`config.mk`:
```
export PLATFORM = sky130hd
export DESIGN_NAME = pellet_map_arbiter
export DESIGN_NICKNAME = d
export VERILOG_FILES = /design/src/rtl/pellet_map_arbiter.sv
export SDC_FILE = /design/constraint.sdc
export NUM_CORES = 2
export LEC_CHECK = 0
export CELL_PAD_IN_SITES_DETAIL_PLACEMENT = 0
export CELL_PAD_IN_SITES_GLOBAL_PLACEMENT = 1
export CORE_ASPECT_RATIO = 2
export CORE_MARGIN = 2
export CORE_UTILIZATION = 55
export DETAILED_ROUTE_END_ITERATION = 7
export PLACE_DENSITY = 0.94
export SETUP_SLACK_MARGIN = 0.5
export SLEW_MARGIN = 20
export SYNTH_ARGS = -nofsm -noshare
export SYNTH_HDL_FRONTEND = slang
export SYNTH_SLANG_ARGS = --single-unit
```
`constraint.sdc`:
```
create_clock -name clk -period 25.5 [get_ports clk]
set_clock_uncertainty 0.1 [all_clocks]
set_input_delay 5.1 -clock clk [delete_from_list [all_inputs] [get_ports clk]]
set_output_delay 5.1 -clock clk [all_outputs]
set_load 0.01 [all_outputs]
```
`src/rtl/pellet_map_arbiter.sv`:
```
// Pellet map RAM owner: renderer reads in active video, game eats and refill sweeps run in blanking.
// Optional PELLET_SCORE_EN adds a saturating score output (+10 per pellet eaten).
module pellet_map_arbiter #(
    parameter int MAP_CELLS    = 1200,
    parameter int PELLET_TOTAL = 240
) (
    input  logic        clk,
    input  logic        rst,
    input  logic        render_active,
    input  logic [11:0] render_addr,
    output logic        render_pellet,
    input  logic        eat_valid,
    input  logic [11:0] eat_addr,
    output logic        eat_ready,
    output logic        eat_done,
    output logic        eat_hit,
    input  logic        refill_req,
    output logic        busy,
    output logic [10:0] pellets_left,
`ifdef PELLET_SCORE_EN
    output logic [15:0] score,
`endif
    output logic        level_clear
);

    localparam int          AW        = $clog2(MAP_CELLS);
    localparam logic [12:0] CELLS_L   = 13'(MAP_CELLS);
    localparam logic [11:0] LAST_ADDR = 12'(MAP_CELLS - 1);
    localparam logic [10:0] TOTAL_L   = 11'(PELLET_TOTAL);

    typedef enum logic [1:0] {REFILL, IDLE, RD, WR} state_t;

    state_t      state_q, state_d;
    logic [11:0] sweep_q, sweep_d;
    logic [10:0] pellets_q, pellets_d;
    logic        busy_q, busy_d;
    logic        pend_q, pend_d;
    logic [11:0] eat_addr_q, eat_addr_d;
    logic        eat_data_q;
    logic        render_pellet_q;
    logic        ram_we, ram_wdata, eat_rd_en;
    logic [11:0] ram_waddr;
    logic        mem_q [0:MAP_CELLS-1];

    logic render_in_range, eat_in_range;
    assign render_in_range = {1'b0, render_addr} < CELLS_L;
    assign eat_in_range    = {1'b0, eat_addr_q} < CELLS_L;

`ifdef PELLET_SCORE_EN
    logic [15:0] score_q, score_d;
`endif

    always_comb begin
        state_d    = state_q;
        sweep_d    = sweep_q;
        pellets_d  = pellets_q;
        pend_d     = pend_q | refill_req;
        eat_addr_d = eat_addr_q;
        eat_ready  = 1'b0;
        eat_done   = 1'b0;
        eat_hit    = 1'b0;
        ram_we     = 1'b0;
        ram_wdata  = 1'b0;
        ram_waddr  = sweep_q;
        eat_rd_en  = 1'b0;
`ifdef PELLET_SCORE_EN
        score_d    = score_q;
`endif
        case (state_q)
            REFILL: begin
                if (!render_active) begin
                    ram_we    = 1'b1;
                    ram_wdata = 1'b1;
                    if (sweep_q == LAST_ADDR) begin
                        sweep_d   = '0;
                        pellets_d = TOTAL_L;
                        state_d   = IDLE;
                    end else begin
                        sweep_d = sweep_q + 12'd1;
                    end
                end
            end
            IDLE: begin
                // A same-cycle refill request blocks the eat so the refill wins.
                eat_ready = !pend_q && !refill_req;
                if (pend_q) begin
                    pend_d  = refill_req;
                    state_d = REFILL;
                end else if (eat_valid && eat_ready) begin
                    eat_addr_d = eat_addr;
                    state_d    = RD;
                end
            end
            RD: begin
                if (!render_active) begin
                    eat_rd_en = 1'b1;
                    state_d   = WR;
                end
            end
            WR: begin
                if (!render_active) begin
                    eat_done = 1'b1;
                    eat_hit  = eat_data_q;
                    if (eat_data_q) begin
                        ram_we    = 1'b1;
                        ram_waddr = eat_addr_q;
                        if (pellets_q != 11'd0) pellets_d = pellets_q - 11'd1;
`ifdef PELLET_SCORE_EN
                        score_d = (score_q > 16'hFFF5) ? 16'hFFFF : score_q + 16'd10;
`endif
                    end
                    state_d = IDLE;
                end
            end
            default: state_d = REFILL;
        endcase
        busy_d = pend_d || (state_d == REFILL);
    end

    always_ff @(posedge clk) begin
        if (rst) begin
            state_q         <= REFILL;
            sweep_q         <= '0;
            pellets_q       <= '0;
            busy_q          <= 1'b1;
            pend_q          <= 1'b0;
            eat_addr_q      <= '0;
            eat_data_q      <= 1'b0;
            render_pellet_q <= 1'b0;
`ifdef PELLET_SCORE_EN
            score_q         <= '0;
`endif
        end else begin
            state_q    <= state_d;
            sweep_q    <= sweep_d;
            pellets_q  <= pellets_d;
            busy_q     <= busy_d;
            pend_q     <= pend_d;
            eat_addr_q <= eat_addr_d;
            if (eat_rd_en)
                eat_data_q <= eat_in_range ? mem_q[eat_addr_q[AW-1:0]] : 1'b0;
            render_pellet_q <= (render_active && !busy_q && render_in_range)
                               ? mem_q[render_addr[AW-1:0]] : 1'b0;
`ifdef PELLET_SCORE_EN
            score_q    <= score_d;
`endif
        end
    end

    // Map storage itself has no reset; the refill sweep initialises it.
    always_ff @(posedge clk) begin
        if (ram_we && !rst)
            mem_q[ram_waddr[AW-1:0]] <= ram_wdata;
    end

    assign render_pellet = render_pellet_q;
    assign busy          = busy_q;
    assign pellets_left  = pellets_q;
    assign level_clear   = (pellets_q == 11'd0) && !busy_q;
`ifdef PELLET_SCORE_EN
    assign score         = score_q;
`endif

endmodule

```
==> impl_metrics.ini <==
[status]
status = finished with violations
violations = DRC

[floorplanning]
core_mm2 = 0.1163
num_io_pins = 46
rows = 177
start_util_pct = 55.37
die_w_um = 245.9
die_area_mm2 = 0.1200
die_h_um = 487.8

[placement]
io_buffers = 45
place.gp.congestion = 0.9341
dpl_cell_area_mm2 = 0.06553
hpwl_um = 124200

[synthesis]
yosys.area_share.adder_pct = 0.1166
synthXorXnorAreaFrac_pct = 0.2721
synth_mux_area_share_pct = 22.96
synth_flop_cell = edfxtp_1
synth-seq-area-share_pct = 57.59
syn_inst = 4667
yosysUniqueCellTypes = 79
synthArstFlopShare_pct = 0
syn_area_mm2 = 0.06438
yosysWarnings = 0
synth_edf_count = 1200
synth_top_family_by_area = multiplexers
avgSynthCellArea_um2 = 13.79
syn_nets = 4702
ys_ff_latch = 1252
synth_compound_area_share_pct = 4.834
synth_simple_gate_area_share_pct = 10.60

[clock_network]
clk_pin_slew_ns = 0.08
cts_root_buffer = clkbuf_16
cts_tree = built
ctsResizeCount = 0
cts_hold_buf = 0
clk_path_buf_depth = 3
numCtsBuffers = 100
clock_latency_ns = 0.74
cts_max_level = 3
cts_sinks = 1252
post_cts.repair.setup_buffers = 0

[route]
vias_per_cell = 7.321
drc = 4
wirelength_um = 217600
drt-initial-drc-count = 7535
post_drt_wl_per_cell_um = 35.69
ant_nets = 0
dr.pass1.iters = 8
vias = 44630

[cells_and_area]
final_util_pct = 59.38
fillers = 8595
drive_gt1_share_pct = 19.50
multi_input_area_mm2 = 0.02514
area_growth_pct = 7.236
layout_common_cells = 1278 x nor2_1, 1200 x edfxtp_1, 523 x mux4_2
regArea_mm2 = 0.03709
nets = 4523
mostFrequentLayoutCell = nor2_1
design_area_mm2 = 0.06904

[timing]
max_slew_margin_pct = 16.80
layout_worst_path_cycle_share_pct = 49.96
period_needed_ns = 12.74
hold_violations = 0
finalSetupViolCount = 0
worst_hold_slack_ns = 0.4005
tightest_slew_ns = 1.247
grt_setup_unrepaired = no
tns_ns = 0
max_freq_ghz = 0.07850
slew_violations = 0

[worst_setup_path]
cp.required_ns = 20.30
reg2reg_depth = 12
regToRegSetupSlack_ns = 18.84
crit_fanout = 25
crit_type = in -> out
reg2reg_to = eat_data_q
critPathCaptureType = primary output
worstSetupStartpointType = primary input
arrival_ns = 7.54

[grt]
grt_pass1_wl_um = 307100
grt_max_degree = 307
grt_overflow = 0
grtUsageTotal_pct = 36.58
antenna_found_initial = 7
grt_pass1_vias = 45010

[pwr]
power_density_mw_per_mm2 = 60.77
leakage_uw = 0.02003
max-vdd-ir-drop_mv = 0.06390
power.total_uw = 4195

[min_path]
min_path_cells = 2
min_to = eat_addr_q[11]
worstHoldPathType = reg -> reg
min_from = eat_addr_q[11]

[job]
cap_viol_max_count = 0
-- layer usage --
layer	wire length, um	vias up	track usage, %
met5	29	-	0
met4	24120	4	33.60
met3	31800	1239	11.72
met2	101300	3990	56.99
met1	60360	21930	39.49
li1	-	17470	-
-- power by group --
part	internal, uW	switching, uW	total (uW)
combinational	82.6	173	256
sequential	2280	2.23	2280
clock	897	763	1660
-- cell usage after synthesis (7+ instances only) --
cell type / number / area, um^2
a21oi_1: 69 / 345.3
nor4_1: 13 / 81.33
o221ai_1: 37 / 324.1
or3_1: 9 / 56.30
nand4_1: 9 / 56.30
and2_1: 15 / 93.84
buf_1: 21 / 78.83
nand3b_1: 7 / 52.55
mux4_2: 523 / 11780
nor2_1: 1285 / 4823
xnor2_1: 9 / 78.83
a311oi_1: 10 / 87.58
xor2_1: 11 / 96.34
nand2_1: 202 / 758.2
edfxtp_1: 1200 / 36030
a211oi_1: 25 / 187.7
nor2b_1: 23 / 143.9
mux2i_1: 248 / 2482
a211o_1: 8 / 70.07
o211ai_1: 12 / 90.09
o22ai_1: 34 / 212.7
a221oi_1: 45 / 394.1
buf_8: 9 / 135.1
buf_6: 31 / 349.1
a22oi_1: 64 / 480.5
a22o_1: 8 / 70.07
nand2b_1: 22 / 137.6
dfxtp_1: 52 / 1041
buf_2: 62 / 310.3
nand3_1: 50 / 250.2
o31ai_1: 10 / 75.07
a31oi_1: 13 / 81.33
nor3_1: 23 / 115.1
a2111oi_0: 10 / 87.58
mux2_2: 18 / 202.7
inv_1: 20 / 75.07
clkbuf_1: 284 / 1066
buf_4: 30 / 225.2
o21ai_0: 46 / 230.2
mux4_1: 12 / 315.3
-- critical path: stages --
cell             delay, ns
clkdlybuf4s50_1       0.54
nor2b_1               0.15
nand2_1               0.52
inv_1                 0.58
clkdlybuf4s50_1       0.65
-- how the worst max path moves through the flow --
stage,startpoint,end,slack (ns),depth (start not counted)
after floorplan,render_active,pellets_left[9],10.21,10
after global placement,render_active,eat_hit,12.85,5
after detailed placement,render_active,eat_hit,12.80,5
after CTS,render_active,eat_hit,12.79,5
after global routing,render_active,eat_hit,12.60,5
final,render_active,eat_hit,12.76,5
-- stage by stage --
step | cells | worst slack [ns]
finish | 6097 | 12.76
global route | 6092 | 12.60
floorplan | 4667 | 10.21
global placement | 5904 | 12.85
detailed placement | 5904 | 12.80
CTS | 6087 | 12.79
-- kinds of logic (layout without fill, tap and decap cells) --
logic type                 after synthesis  in the layout
buffers and inverters                  466            368
xor gates and xnor gates                20             20
DFF                                   1252           1252
and+or+nand+nor                       1690           1690
adders and majority gates                6              6
muxes                                  801            801
AOI/OAI and AO/OA                      432            432
other                                    0              7
-- final cells by class --
class	instances	area share, %
sequential	1252	53.72
multi-input combinational	2949	36.41
clock buffer	120	3.978
tap	1521	2.757
timing repair buffer	160	2.012
clock inverter	63	0.9461
inverter	25	0.1486
antenna	7	0.02537
-- sequential cells by signal (all words and copies together) (netlist names), named ones only --
name           cells
render_pellet      1
mem_q           1200
busy               1
sweep_q           12
eat_data_q         1
state_q            2
pellets_left      11
eat_addr_q        12
pend_q             1
Power figures use the tool's default switching activity.
